### src/rtl/jtdd_snd_romarb.sv
// rtl/jtdd_snd_romarb.sv - sound ROM arbiter: three one-entry caches sharing one SDRAM slot
// Define JTDD_SNDARB_RR_EN for round-robin between the two ADPCM channels.
module jtdd_snd_romarb #(
    parameter int            AW         = 18,
    parameter logic [AW-1:0] CPU_OFFSET = AW'(18'h00000),
    parameter logic [AW-1:0] AD0_OFFSET = AW'(18'h08000),
    parameter logic [AW-1:0] AD1_OFFSET = AW'(18'h18000)
) (
    input  logic          clk,
    input  logic          rst_n,

    input  logic [14:0]   cpu_addr,
    input  logic          cpu_cs,
    output logic          cpu_ok,
    output logic [7:0]    cpu_data,

    input  logic [15:0]   ad0_addr,
    input  logic          ad0_cs,
    output logic          ad0_ok,
    output logic [7:0]    ad0_data,

    input  logic [15:0]   ad1_addr,
    input  logic          ad1_cs,
    output logic          ad1_ok,
    output logic [7:0]    ad1_data,

    output logic [AW-1:0] slot_addr,
    output logic          slot_req,
    input  logic [7:0]    slot_data,
    input  logic          slot_ok
);

    typedef enum logic { IDLE, BUSY } state_t;
    typedef enum logic [1:0] { GNT_CPU, GNT_AD0, GNT_AD1 } gnt_t;

    state_t      state;
    gnt_t        gnt;
    logic [15:0] tag_lat;

    logic        cpu_valid, ad0_valid, ad1_valid;
    logic [14:0] cpu_tag;
    logic [15:0] ad0_tag, ad1_tag;

    logic        cpu_pend, ad0_pend, ad1_pend;
    logic        sel_ad1;
    logic [AW-1:0] cpu_full, ad0_full, ad1_full;

    // ok is combinational so a changed address drops it in the same cycle
    assign cpu_ok = cpu_cs & cpu_valid & (cpu_tag == cpu_addr);
    assign ad0_ok = ad0_cs & ad0_valid & (ad0_tag == ad0_addr);
    assign ad1_ok = ad1_cs & ad1_valid & (ad1_tag == ad1_addr);

    assign cpu_pend = cpu_cs & ~cpu_ok;
    assign ad0_pend = ad0_cs & ~ad0_ok;
    assign ad1_pend = ad1_cs & ~ad1_ok;

    assign cpu_full = CPU_OFFSET + AW'(cpu_addr);
    assign ad0_full = AD0_OFFSET + AW'(ad0_addr);
    assign ad1_full = AD1_OFFSET + AW'(ad1_addr);

`ifdef JTDD_SNDARB_RR_EN
    logic rr_ad1;   // 1 when AD1 is preferred over AD0

    assign sel_ad1 = ad1_pend & (~ad0_pend | rr_ad1);

    always_ff @(posedge clk or negedge rst_n) begin
        if (!rst_n) begin
            rr_ad1 <= 1'b0;
        end else if (state == IDLE && !cpu_pend && (ad0_pend || ad1_pend)) begin
            rr_ad1 <= ~sel_ad1;
        end
    end
`else
    assign sel_ad1 = ad1_pend & ~ad0_pend;
`endif

    always_ff @(posedge clk or negedge rst_n) begin
        if (!rst_n) begin
            state     <= IDLE;
            gnt       <= GNT_CPU;
            tag_lat   <= '0;
            slot_addr <= '0;
            slot_req  <= 1'b0;
            cpu_valid <= 1'b0;
            ad0_valid <= 1'b0;
            ad1_valid <= 1'b0;
            cpu_tag   <= '0;
            ad0_tag   <= '0;
            ad1_tag   <= '0;
            cpu_data  <= '0;
            ad0_data  <= '0;
            ad1_data  <= '0;
        end else begin
            case (state)
                IDLE: begin
                    if (cpu_pend) begin
                        gnt       <= GNT_CPU;
                        tag_lat   <= {1'b0, cpu_addr};
                        slot_addr <= cpu_full;
                        slot_req  <= 1'b1;
                        state     <= BUSY;
                    end else if (sel_ad1) begin
                        gnt       <= GNT_AD1;
                        tag_lat   <= ad1_addr;
                        slot_addr <= ad1_full;
                        slot_req  <= 1'b1;
                        state     <= BUSY;
                    end else if (ad0_pend) begin
                        gnt       <= GNT_AD0;
                        tag_lat   <= ad0_addr;
                        slot_addr <= ad0_full;
                        slot_req  <= 1'b1;
                        state     <= BUSY;
                    end
                end
                BUSY: begin
                    // fill with the address latched at grant, not the live one
                    if (slot_ok) begin
                        case (gnt)
                            GNT_CPU: begin
                                cpu_valid <= 1'b1;
                                cpu_tag   <= tag_lat[14:0];
                                cpu_data  <= slot_data;
                            end
                            GNT_AD0: begin
                                ad0_valid <= 1'b1;
                                ad0_tag   <= tag_lat;
                                ad0_data  <= slot_data;
                            end
                            default: begin
                                ad1_valid <= 1'b1;
                                ad1_tag   <= tag_lat;
                                ad1_data  <= slot_data;
                            end
                        endcase
                        slot_req <= 1'b0;
                        state    <= IDLE;
                    end
                end
                default: state <= IDLE;
            endcase
        end
    end

endmodule

### config.mk
export PLATFORM = sky130hd
export DESIGN_NAME = jtdd_snd_romarb
export DESIGN_NICKNAME = d
export VERILOG_FILES = /design/src/rtl/jtdd_snd_romarb.sv
export SDC_FILE = /design/constraint.sdc
export NUM_CORES = 1
export LEC_CHECK = 0
export CAP_MARGIN = 20
export CELL_PAD_IN_SITES_DETAIL_PLACEMENT = 0
export CELL_PAD_IN_SITES_GLOBAL_PLACEMENT = 1
export CORE_MARGIN = 2
export CORE_UTILIZATION = 36
export CTS_CLUSTER_SIZE = 10
export DETAILED_ROUTE_END_ITERATION = 7
export GPL_ROUTABILITY_DRIVEN = 0
export PLACE_DENSITY = 0.77
export SYNTH_ARGS = -nofsm -noshare
export SYNTH_HDL_FRONTEND = slang
export SYNTH_SLANG_ARGS = --single-unit
### constraint.sdc
create_clock -name clk -period 2.1 [get_ports clk]
set_clock_uncertainty 0.15 [all_clocks]
set_input_delay 0.42 -clock clk [delete_from_list [all_inputs] [get_ports clk]]
set_output_delay 0.42 -clock clk [all_outputs]
set_load 0.05 [all_outputs]
==> flow_summary.yaml, run 1 <==
route:
  drc: 0
  via_count: 3812
  drt-vias-per-instance: 5.04
  wl_um: 13600
  firstDrtPassIters: 4
  final_antenna_net_count: 0
  post_drt_wl_per_cell_um: 17.9
  drtIter0Drc: 194
power_and_ir_drop:
  ir_drop_mv: 0.980
  swShare_pct: 37.9
  leakagePower_nw: 3.29
  intPower_mw: 5.09
  seqPwrFrac_pct: 37.7
  comb_power_share_pct: 40.3
  p_sw_mw: 3.11
  powerDensity_nw_per_um2: 1180
  p_clk_share_pct: 22.0
  total_power_mw: 8.19
floorplan:
  initial_core_util_pct: 36.9
  placeableCoreArea_um2: 12700
  fp-row-count: 41
  io_pins: 107
  dieHeight_um: 118
  dieWidth_um: 118
  die_area_um2: 13900
yosys:
  synth.top_cell.area_share_pct: 52.0
  syn_area_um2: 4670
  yosys.area_share.simple_pct: 9.19
  avgSynthCellArea_um2: 11.4
  synth_top_area_cell: "dfrtp_1"
  synth_fa_ha_area_share_pct: 0
  synth_compound_area_share_pct: 10.8
  synth.area.top_cells: "dfrtp_1 52%, mux2_2 14%, xor2_1 7.3%, nand2_1 3.5%, buf_4 2.6%"
  synthXorXnorAreaFrac_pct: 8.81
  seq_area_frac_synth_pct: 52.0
  async_flop_share_pct: 100
  syn_inst: 411
  synth_flop_cell: "dfrtp_1"
  synth_cell_types: 37
  ys_ff_latch: 97
  synth_top_family_by_area: "multiplexers"
  synth_mux_area_share_pct: 14.5
  synth_nets: 472
  yosysWarningCount: 0
  synth_edf_count: 0
sta:
  setup-violations-final: 26
  fmax_mhz: 379
  setup_slack_ns: -0.535
  worstMarginPinSlew_ns: 0.532
  drv_slew: 0
  finalHoldViolCount: 0
  post-route-period-util_pct: 125
  min_period_ns: 2.64
  holdWs_ns: 0.296
  rsz0062_at_grt: "true"
  maxSlewHeadroom_pct: 64.5
  finalSetupTns_ns: -12.26
final_layout:
  final_cell_mix: "97 x dfrtp_1, 87 x buf_4, 59 x mux2_2"
  fin_nets: 639
  layout-drive-gt1-share_pct: 36.2
  layout_commonest_cell: "dfrtp_1"
  fin_cells: 756
  fin_area_um2: 6960
  final_core_util_pct: 54.9
  areaGrowthSynthToFinish_pct: 48.9
critical_path:
  path_class: "register to register"
  cp_top_family: "buffers and inverters"
  crit_top_cell: "buf_6"
  worst-path-max-fanout: 4
  endpoint_kind: "register"
  crit_required_ns: 2.18
  cp_slowest_cell: "dfrtp_1"
  path_cells: "xor2_1 -> nor4_2 -> buf_4 -> nand4_1 -> buf_4 -> o31ai_4 -> buf_6 -> buf_6 -> nand3_4 -> buf_6 -> a32o_1"
  slowest_delay_ns: 0.39
  start_kind: "register"
  cp_data_arrival_time_ns: 2.72
  crit_buf_inv: 5
clock_tree:
  cts_buffers: 9
  htree_levels: 3
  clock_latency_ns: 0.35
  cts_buffer_depth: 2
  path_clk_slew_ns: 0.07
  cts_tree: "yes"
  cts_root_buf: "clkbuf_16"
  numClockSinks: 97
place:
  dpl_worst_slack_ns: -1.02
  hpwl_um: 9970
  io_buffers: 106
  placed_area_um2: 6330
  dpl.cell_count: 728
run:
  maxCapViolCount: 0
grt:
  grt_pass1_wl_um: 22000
  overflow: 0
  grt_max_degree: 32
  antenna_found_initial: 1
  grt_usage_pct: 20.4
  first_global_vias: 4066
min_path:
  hold_class: "input port to register"
status:
  violations: "negative setup slack"
  status: "finished with violations"
final timing paths:
check                                       start                        to  slack [ns]  depth (start not counted)
setup / recovery           ad0_tag[6]$_DFFE_PN0P_   tag_lat[15]$_DFFE_PN0P_       -0.54                         11
hold / removal                        ad0_addr[6]  slot_addr[6]$_DFFE_PN0P_        0.30                          3
setup reg to reg           ad0_tag[6]$_DFFE_PN0P_   tag_lat[15]$_DFFE_PN0P_       -0.54                         11
hold reg to reg             ad1_valid$_DFFE_PN0P_     ad1_valid$_DFFE_PN0P_        0.32                          1
max in group asynchronous                   rst_n    cpu_tag[2]$_DFFE_PN0P_        0.77                          3
min in group asynchronous                   rst_n   ad0_data[0]$_DFFE_PN0P_        0.42                          2
worst min-delay path: stages:
cell           delay (ns)
dlygate4sd2_1        0.23
nand2_1              0.06
o31ai_1              0.05
power groups by stage:
stage	clock network, mW	registers [mW]	logic (mW)
floorplan	0	3.72	1.42
global placement	0	3.07	3.20
detailed placement	0	3.12	3.23
CTS	1.83	3.10	3.31
global route	1.91	3.19	3.51
finish	1.80	3.09	3.30
timing repair:
action | 4_1_cts | 5_1_grt
setup buffers | 9 | 2
hold buffers | 1 | 0
endpoints found under the setup margin | 30 | 45
pin swaps | 45 | 19
endpoints found under the hold margin | 26 | 0
resized for setup | 79 | 24
cells by family after synthesis:
group / count (synthesis)
simple gates: 95
flops: 97
buf+inv: 42
xor+xnor: 47
compound gates: 70
mux: 60
flip-flops by register name, indices dropped and copies added, names as in the netlist:
name,cells
gnt,2
ad0_tag,16
state,1
cpu_tag,15
ad0_valid,1
slot_req,1
tag_lat,1
slot_addr,18
ad1_data,8
ad1_tag,16
ad0_data,8
ad1_valid,1
cpu_valid,1
cpu_data,8
area by class of cell:
cell class                      instances  area (µm²)
Fill cell                            1124        5710
Sequential cell                        97        2430
Multi-Input combinational cell        272        2190
Timing Repair Buffer                  189        1760
Clock buffer                           12         246
Tap cell                              172         215
Clock inverter                          4        76.3
Inverter                                9        36.3
Antenna cell                            1        2.50
routing by layer:
metal | up-vias | wire length (µm) | global-route usage, %
met1 | 1896 | 5720 | 25.6
li1 | 1769 | - | -
met4 | 0 | 277 | 6.93
met5 | - | 0 | 0
met3 | 21 | 997 | 6.73
met2 | 126 | 6570 | 33.1
synthesized netlist by cell type, types with 5 or more instances:
cell,n
a32oi_1,6
o31a_1,10
o31ai_1,9
nor2_1,21
a211oi_1,9
inv_1,9
clkbuf_1,12
buf_4,16
xnor2_1,8
a21oi_1,8
mux2_2,60
o21ai_0,18
nand2_1,43
nor4_1,10
xor2_1,39
dfrtp_1,97
nand2b_1,5
Note: power is estimated with default switching activity, not from simulation.
==> run 2, diff against run 1 <==
--- a/config.mk
+++ b/config.mk
@@ -13,7 +13,9 @@
 export CTS_CLUSTER_SIZE = 10
 export DETAILED_ROUTE_END_ITERATION = 7
 export GPL_ROUTABILITY_DRIVEN = 0
+export GPL_TIMING_DRIVEN = 0
 export PLACE_DENSITY = 0.77
+export SKIP_LAST_GASP = 1
 export SYNTH_ARGS = -nofsm -noshare
 export SYNTH_HDL_FRONTEND = slang
 export SYNTH_SLANG_ARGS = --single-unit
==> flow_summary.yaml, run 2 (synthesis gave the netlist of run 1 again) <==
status:
  status: "finished with violations"
  violations: "negative setup slack"
final_layout:
  fin_area_um2: 6760
  max_flop_register: "slot_addr"
  layout_commonest_cell: "dfrtp_1"
  areaGrowthSynthToFinish_pct: 44.7
  largest_reg_flops: 18
  top_regs: "slot_addr x18, ad0_tag x16, ad1_tag x16"
  layout-drive-gt1-share_pct: 30.5
  fin_nets: 613
  final_cell_mix: "97 x dfrtp_1, 59 x mux2_2, 49 x dlygate4sd2_1"
clock_tree:
  htree_levels: 3
  path_clk_slew_ns: 0.06
  cts_root_buf: "clkbuf_16"
  cts_buffer_depth: 2
  numClockSinks: 97
  cts_tree: "yes"
  cts_buffers: 9
  clock_latency_ns: 0.35
sta:
  fmax_mhz: 384
  finalHoldViolCount: 0
  setup_slack_ns: -0.504
  rsz0062_at_grt: "true"
  min_period_ns: 2.60
  holdWs_ns: 0.313
  maxSlewHeadroom_pct: 50.9
  setup-violations-final: 26
  drv_slew: 0
  finalSetupTns_ns: -9.69
  worstMarginPinSlew_ns: 0.737
  post-route-period-util_pct: 124
grt:
  grt_pass1_wl_um: 21300
  antenna_found_initial: 1
  first_global_vias: 3975
  overflow: 0
  grt_max_degree: 61
  grt_usage_pct: 19.8
run:
  maxCapViolCount: 0
power_and_ir_drop:
  leakagePower_nw: 3.11
  ir_drop_mv: 0.891
  powerDensity_nw_per_um2: 1180
critical_path:
  cp_data_arrival_time_ns: 2.03
  slowest_delay_ns: 0.43
  regToRegSetupSlack_ns: -0.47
  path_class: "register to primary output"
  path_cells: "xor2_1 -> nor4_2 -> nand4_1 -> nor3_2 -> buf_6"
  crit_required_ns: 1.53
  worst-path-max-fanout: 2
  cp_slowest_cell: "nor4_2"
  r2r_cells: 9
  start_kind: "register"
  r2r-end: "tag_lat[15]$_DFFE_PN0P_"
  endpoint_kind: "primary output"
  rr_startpoint: "ad0_tag[6]$_DFFE_PN0P_"
route:
  post_drt_wl_per_cell_um: 18.8
  drt-vias-per-instance: 5.11
  drc: 0
  wl_um: 13700
  final_antenna_net_count: 0
  drtIter0Drc: 228
  via_count: 3732
  firstDrtPassIters: 4
floorplan:
  dieHeight_um: 118
  dieWidth_um: 118
  die_area_um2: 13900
  placeableCoreArea_um2: 12700
  fp-row-count: 41
  initial_core_util_pct: 36.9
  io_pins: 107
place:
  io_buffers: 106
  placed_area_um2: 5980
  dpl_worst_slack_ns: -1.52
  hpwl_um: 9340
min_path:
  hold_depth: 3
  hold_class: "input port to register"
  hp-start: "ad0_addr[6]"
  min_delay_worst_endpoint: "slot_addr[6]$_DFFE_PN0P_"
[run 2: changes by cell type in the layout (fill, tap and decap cells not counted), sizes merged]
cell           before  now
bufinv              2    0
clkdlybuf4s50      29   34
buf               106   48
clkinv              1    2
nor2               22   23
clkbuf             12   23
dlygate4sd2        33   49
dlymetal6s2s       20   19
clkinvlp            1    2
[run 2: how the worst max path moves through the flow]
stage,from,to,slack (ns),depth (start not counted)
detailed placement,ad0_addr[3],ad0_ok,-1.52,6
finish,ad0_tag[6]$_DFFE_PN0P_,ad0_ok,-0.50,5
global placement,rst_n,slot_addr[5]$_DFFE_PN0P_,-3.28,1
global route,ad0_tag[6]$_DFFE_PN0P_,ad0_ok,-0.55,5
CTS,ad0_tag[11]$_DFFE_PN0P_,ad0_ok,-0.49,5
floorplan,ad0_addr[11],ad0_ok,-0.18,4
[run 2: area by class of cell]
| cell class | instances | area (µm²) |
|---|---|---|
| fill | 1100 | 5910 |
| clock buffer | 12 | 246 |
| buffer | 31 | 223 |
| clock inverter | 4 | 28.8 |
| antenna | 1 | 2.50 |
| sequential | 97 | 2430 |
| inverter | 9 | 36.3 |
| multi-input combinational | 273 | 2280 |
| tap | 172 | 215 |
| timing repair buffer | 131 | 1300 |
[run 2: power by group]
group | switching [mW] | internal, mW | total, mW
logic | 1.93 | 1.39 | 3.32
registers | 0.487 | 2.59 | 3.07
clock network | 0.714 | 0.837 | 1.55
total | 3.13 | 4.81 | 7.94
[run 2: per-stage QoR]
stage	power, mW	cells	utilization [%]
after floorplan	5.14	411	-
after global placement	6.21	689	47.0
after detailed placement	6.28	690	47.2
after CTS	7.93	720	51.8
after global routing	8.34	729	53.3
final	7.94	730	53.4
[run 2: what timing repair did]
item	CTS	global route
gates cloned	1	2
setup buffers	13	8
gates resized for setup	136	40
hold buffers	1	0
endpoints found under the hold margin	37	0
pin swaps	32	34
setup endpoints to repair	81	70
[run 2: worst max-delay path, delay by kind of cell, from the launching register on]
family	cells	cell delay (ns)
xor+xnor	1	0.15
flops	1	0.39
buf+inv	1	0.19
simple gates	3	0.96
[run 2: routing by layer]
metal | wire [µm] | GRT usage, %
met2 | 6570 | 32.4
met3 | 984 | 5.38
met1 | 5840 | 24.9
met5 | 0 | 0
met4 | 307 | 7.61
